==> config.mk <==
export PLATFORM = sky130hd
export DESIGN_NAME = shift_rows_pipe
export DESIGN_NICKNAME = d
export VERILOG_FILES = /design/src/rtl/shift_rows_pipe.sv
export SDC_FILE = /design/constraint.sdc
export NUM_CORES = 1
export LEC_CHECK = 0
export ABC_AREA = 1
export BUFFER_PORTS_ARGS = -buffer_cell sky130_fd_sc_hd__buf_4
export CORE_AREA = 2 2 181 130
export CTS_BUF_LIST = sky130_fd_sc_hd__clkbuf_8 sky130_fd_sc_hd__clkbuf_16
export DETAILED_ROUTE_END_ITERATION = 10
export DIE_AREA = 0 0 183 132
export GPL_ROUTABILITY_DRIVEN = 0
export MAX_ROUTING_LAYER = met4
export PLACE_DENSITY = 0.8
export SLEW_MARGIN = 40
export SYNTH_ARGS = -nofsm -noshare
export SYNTH_HDL_FRONTEND = slang
export SYNTH_SLANG_ARGS = --single-unit
==> constraint.sdc <==
create_clock -name clk -period 21.5 [get_ports clk]
set_clock_uncertainty 0.1 [all_clocks]
set_input_delay 0 -clock clk [delete_from_list [all_inputs] [get_ports clk]]
set_output_delay 0 -clock clk [all_outputs]
set_load 0.02 [all_outputs]
==> src/rtl/shift_rows_pipe.sv <==
// rtl/shift_rows_pipe.sv - Rijndael ShiftRows / InvShiftRows with a valid/ready register pipeline
//
// Purpose: permutes a 32*NB-bit Rijndael state (forward or inverse ShiftRows,
// selected per word) and carries it through LAT elastic register stages.
// Ports:
//   clk        - clock, all state on rising edge
//   rst        - asynchronous active-high reset
//   in_valid   - upstream word offered
//   in_ready   - pipeline can accept this cycle
//   in_mode    - 0 forward ShiftRows, 1 inverse ShiftRows
//   in_data    - state, byte k = row k%4, column k/4, byte 0 in MSBs
//   out_valid  - result offered
//   out_ready  - downstream accepts
//   out_mode   - in_mode carried with the word
//   out_data   - permuted state
//   occupancy  - number of valid stages, 0..LAT
module shift_rows_pipe #(
  parameter int NB  = 4,
  parameter int LAT = 2
) (
  input  logic            clk,
  input  logic            rst,
  input  logic            in_valid,
  output logic            in_ready,
  input  logic            in_mode,
  input  logic [32*NB-1:0] in_data,
  output logic            out_valid,
  input  logic            out_ready,
  output logic            out_mode,
  output logic [32*NB-1:0] out_data,
  output logic [2:0]      occupancy
);

  localparam int W = 32 * NB;

  logic [W-1:0]   w_fwd;
  logic [W-1:0]   w_inv;
  logic [W-1:0]   w_perm;
  logic [LAT-1:0] w_load;
  logic           w_in_fire;
  logic           w_out_fire;

  logic [LAT-1:0] r_valid;
  logic [LAT-1:0] r_mode;
  logic [W-1:0]   r_data [LAT];
  logic [2:0]     r_occ;

  // Pure wiring: every destination byte picks a fixed source byte in the same row.
  // The 256-bit state skips one extra column on rows 2 and 3.
  genvar gr, gc;
  generate
    for (gr = 0; gr < 4; gr++) begin : g_row
      localparam int OFF = (NB == 8 && gr >= 2) ? gr + 1 : gr;
      for (gc = 0; gc < NB; gc++) begin : g_col
        localparam int DST  = W - 1 - 8 * (4 * gc + gr);
        localparam int FSRC = W - 1 - 8 * (4 * ((gc + OFF) % NB) + gr);
        localparam int ISRC = W - 1 - 8 * (4 * ((gc + NB - OFF) % NB) + gr);
        assign w_fwd[DST -: 8] = in_data[FSRC -: 8];
        assign w_inv[DST -: 8] = in_data[ISRC -: 8];
      end
    end
  endgenerate

  assign w_perm = in_mode ? w_inv : w_fwd;

  // A stage may load if downstream drains or any stage from here to the output
  // is a bubble; written in closed form so no load term depends on another.
  genvar gi;
  generate
    for (gi = 0; gi < LAT; gi++) begin : g_load
      assign w_load[gi] = out_ready | ~(&r_valid[LAT-1:gi]);
    end
  endgenerate

  assign in_ready   = w_load[0];
  assign w_in_fire  = in_valid && in_ready;
  assign w_out_fire = out_valid && out_ready;

  always_ff @(posedge clk or posedge rst) begin
    if (rst) begin
      r_valid <= '0;
      r_mode  <= '0;
      r_occ   <= '0;
      for (int i = 0; i < LAT; i++) begin
        r_data[i] <= '0;
      end
    end else begin
      if (w_load[0]) begin
        r_valid[0] <= in_valid;
        if (in_valid) begin
          r_data[0] <= w_perm;
          r_mode[0] <= in_mode;
        end
      end
      // Bubbles move forward as valid=0 only; payload keeps its last value.
      for (int i = 1; i < LAT; i++) begin
        if (w_load[i]) begin
          r_valid[i] <= r_valid[i-1];
          if (r_valid[i-1]) begin
            r_data[i] <= r_data[i-1];
            r_mode[i] <= r_mode[i-1];
          end
        end
      end
      if (w_in_fire && !w_out_fire) begin
        r_occ <= r_occ + 3'd1;
      end else if (!w_in_fire && w_out_fire) begin
        r_occ <= r_occ - 3'd1;
      end
    end
  end

  assign out_valid = r_valid[LAT-1];
  assign out_mode  = r_mode[LAT-1];
  assign out_data  = r_data[LAT-1];
  assign occupancy = r_occ;

endmodule
**Word level (Yosys, flattened, before mapping)**

Index checks and enable logic that the tools add are counted.

- Register bits: 263
- Output and inout port bits: 134
- Logic and storage cells: 26

- Add/sub/neg operators: 2
- Mux-type cells: 3
- Bitwise gates (word level): 4
- Reductions and logical operators: 10

Operators with widths:

| cell | count |
|---|---|
| 2-to-1 mux 120 bit | 1 |
| 2-to-1 mux 3 bit | 2 |
| AND reduction 2 bit | 3 |
| logical AND 1 bit | 4 |
| adder 3 x 1 -> 3 bit (second input constant) | 1 |
| subtractor 3 x 1 -> 3 bit (second input constant) | 1 |
| logical NOT 1 bit | 2 |
| inverter 1 bit | 2 |
| bitwise OR 1 bit | 2 |
| nonzero test 2 bit | 1 |

**Depth between registers and ports, before layout**

- Depth after elaboration: 8
- Gate-level depth with buffers: 14
- Mapped depth without buffers: 12

**Worst setup path before layout**

OpenSTA, ideal clock, no wires.

- Path type: register -> register
- Start: reg r_valid[1]
- End: reg r_occ[2] (netlist: occupancy[2])
- Library setup time: 0.117 ns
- Arrival: 1.869 ns
- Slack: 19.414 ns
- Stages on the path, launching flop included: 13
- Period minus slack after synthesis: 2.086 ns
- Cell sequence: dfrtp_1 -> nand3_2 -> nand2_2 -> buf_4 -> buf_4 -> inv_1 -> ha_1 -> inv_1 -> fa_1 -> nand2_1 -> nand3_1 -> nand2_1 -> nand2_1

- Word-level cells in the longest chain between the ends: 7
- Elaborated cells between the ends (all ways): 11
- Those cells by class: mux: 1; bitwise: 2; reduce/logical: 8

Ends and longest elaborated chain:

| what | line | source |
|---|---|---|
| start: declaration | 43 | `logic [LAT-1:0] r_valid;` |
| start signal: indexed assignment | 98 | `r_valid[i] <= r_valid[i-1];` |
| AND reduction 2 bit (*) | 71 | `assign w_load[gi] = out_ready \| ~(&r_valid[LAT-1:gi]);` |
| inverter 1 bit (*) | 71 |  |
| bitwise OR 1 bit (*) | 71 |  |
| logical AND 1 bit (*) | 76 | `assign w_in_fire = in_valid && in_ready;` |
| via w_in_fire | 40 | `logic w_in_fire;` |
| logical NOT 1 bit | 107 | `end else if (!w_in_fire && w_out_fire) begin` |
| logical AND 1 bit | 107 |  |
| nonzero test 2 bit (no line) | -- |  |
| end signal: assignment | 106 | `r_occ <= r_occ + 3'd1;` |
| end signal: assignment | 108 | `r_occ <= r_occ - 3'd1;` |
| end: declaration | 46 | `logic [2:0] r_occ;` |

Mark *: on every way through the listed nets, which the timed path passes. The rest lies on a longest branch.
A chain may end at the register's enable or synchronous reset.

**Worst setup path after layout**

- Start: reg r_valid[0]
- End: reg r_occ[1] (netlist: occupancy[1])

Same word-level chain as after synthesis.

==> impl_results.md <==
* Reg2reg end: occupancy[1]$_DFFE_PP0P_
* P per Cell Area at between 100 and 150 mW/mm^2
* Peak supply drop at between 0.05 and 0.06 mV
* Worst R2R Setup Slack at roughly 18 ns
* Vias per std cell at approximately 5.3
* Largest net degree at the start of global routing at ~140
* Max-Cap Viols at 0
* Post-Syn Nets at 1,617
* CP startpoint kind: flop
* Maximum clock insertion buffer count at 3
* Clock sink total at around 260
* Setup bufs post-CTS at 0
* Fmax at approximately 300 MHz
* Worst-case reg-to-reg path depth at 8
* Hold depth at 5
* Final Setup Violations at 0
* Post-route clock period utilization at 0.158
* Hold WC Path Type: in2reg
* Sequential area share after synthesis at 0.544
* Register area at about 0.0066 mm^2
* Dpl cells at between 1,500 and 2,000
* DIE HEIGHT at roughly 130 um
* Grt ovf at 0
* Clock Latency Late Sink at 0.53 ns
* CTS tree: yes
* Number of port buffers at 266
* Hpwl dp at roughly 20,000 um
* Leading area contributor after synthesis: dfrtp_1
* # IOs at 267
* Static Leak at 8.81 nW
* Worst slew pin tran at approximately 0.8 ns
* Final Hold Vio Count at 0
* Antenna viol nets, final at 0
* Max-slew violations at 0
* Unrepaired setup endpoints after global routing: no
* First-pass GRT wire length at roughly 56,000 um
* H-tree levels at 1
* Flop and latch count out of synthesis at roughly 260
* TritonCTS Buffers at 27
* Relative slew slack at 0.467
* Layout area overhead at 34.2%
* WP data arrival at about 3.7 ns
* Final wirelength at 35,200 um
* Worst-path clk slew at 0.07 ns
* Gate Count Post-Synth at 1,482
* First-iteration detailed-routing DRC count at between 900 and 1,000
* Clk root buf: clkbuf_16
* Drt pass-1 iters at 5
* Crit. End Element: flop
* Worst Hold End: r_data[209]$_DFFE_PP0P_
* Total Power at 1.64 mW
* Minimum clock period at approximately 3.4 ns
* CP max FO at 68
* Final Util at 0.727
* Fillcell total at ~1,600
* Hold Crit Start: in_mode
* Post-route setup TNS at 0 ns
* Post-CTS Resized at 0
* Critical path required time at 21.82 ns
* Routed WL per cell at 16.9 um
* Initial core utilization at 0.542
* Vias at 11,078
* Die Footprint at around 0.024 mm^2
* Mapped Avg Cell Area at between 8 and 9 um^2
* Synth area leaders: dfrtp_1 54%, nand2_1 22%, nand3_1 11%
* DRC violations left at 0
* Synth top area share at 0.544
* Vias in the first global route at around 11,000
* Status: completed
* Std cell rows at 46
* Yosys cell types at 15
* R2r startpoint: r_valid[0]$_DFFE_PP0N_
* Layout cells sized above 1 at 0.181
* Core outline area at roughly 0.022 mm^2
* Fin area at roughly 0.016 mm^2
* Syn. warnings at 0
* GRT Overall Usage at 0.296
* Syn Std Cell Area at roughly 0.012 mm^2
* Die width at ~180 um
* Kind of critical path: reg2reg
* Final std cells w/o fill at 2,084
* Initial antenna violation count at 1
* Area occupied by multi-input gates at 0.00409 mm^2
* Nets at ~1,900
* Dpl cell area at 0.0132 mm^2
-- synthesized netlist by cell type --
cell type and count:
nand2_2 1, buf_2 49, buf_4 138, clkbuf_1 32
dfrtp_1 263, nand3_1 259, fa_1 1, buf_1 7
ha_1 1, inv_2 1, nand3_2 1, xnor2_1 1
nand2_1 720, nand4_1 1, inv_1 7
-- flip-flops by register name, indices dropped and copies added (netlist names) --
signal,cells
r_valid,2
out_data,128
r_data,128
occupancy,3
r_mode,2
-- worst max-delay path by stage --
stage                      startpoint                  endpoint  slack [ns]  depth (start not counted)
2_1_floorplan                     rst  occupancy[0]$_DFFE_PP0P_       14.16                          1
3_3_place_gp   r_valid[0]$_DFFE_PP0N_   r_data[212]$_DFFE_PP0P_       17.80                          5
3_5_place_dp   r_valid[0]$_DFFE_PP0N_   r_data[212]$_DFFE_PP0P_       17.69                          5
4_1_cts        r_valid[0]$_DFFE_PP0N_   r_data[212]$_DFFE_PP0P_       17.66                          5
5_1_grt        r_valid[0]$_DFFE_PP0N_  occupancy[2]$_DFFE_PP0P_       17.87                         11
6_report       r_valid[0]$_DFFE_PP0N_  occupancy[1]$_DFFE_PP0P_       18.11                          8
-- final cells by class --
cell class	instances	area share
clock buffers	32	0.0458
flip-flops and latches	263	0.405
repair buffers	491	0.264
well taps	288	0.0222
clock inverters	16	0.00809
multi-input cells	985	0.252
diodes	1	0.000154
inverters	8	0.00277
-- critical path: stages (launching register included) --
cell     delay (ns)
dfrtp_4        0.94
nand3_4        0.59
nand2_4        0.69
inv_1          0.10
ha_1           0.23
inv_1          0.08
fa_1           0.41
nand2_1        0.07
nand2_1        0.04
-- routing by layer --
| metal | routed length (um) | up-vias | GRT usage |
|---|---|---|---|
| li1 | - | 5115 | - |
| met3 | 3080 | 77 | 0.0588 |
| met2 | 16700 | 559 | 0.468 |
| met1 | 14500 | 5327 | 0.393 |
| met5 | 0 | - | - |
| met4 | 907 | 0 | 0.0782 |
-- stage by stage --
stage / setup WS (ns) / hold WS, ns
3_3_place_gp: 17.80 / 0.133
4_1_cts: 17.66 / 0.0135
5_1_grt: 17.87 / 0.0740
3_5_place_dp: 17.69 / 0.0824
6_report: 18.11 / 0.0398
2_1_floorplan: 14.16 / 0.0445
-- where the power goes --
part           leakage, nW  total, mW  switching, mW  internal, mW
combinational         5.06      0.488          0.287         0.202
clock                0.464      0.467          0.197         0.270
sequential            3.28      0.685         0.0790         0.606
-- timing repair --
action | 4_1_cts | 5_1_grt
endpoints found under the hold margin | 264 | 0
endpoints found under the setup margin | 0 | 0
hold buffers | 214 | 0
-- kinds of logic after synthesis --
kind of cell             after synthesis  share of synthesized area
buffers and inverters                234                      0.120
AND/OR/NAND/NOR                      982                      0.332
adder cells (fa/ha/maj)                2                    0.00269
XOR/XNOR                               1                   0.000724
flip-flops                           263                      0.544
-- cells in the final DEF (no fill, tap or decap), drive strengths merged --
cell type and n:
nand3 260, clkinv 5, clkbuf 32, bufinv 2
fa 1, diode 1, inv 17, nand4 1
ha 1, nand2 721, dlygate4sd3 214, xnor2 1
buf 277, dfrtp 263
No activity file was read; power rests on OpenSTA's default activity.
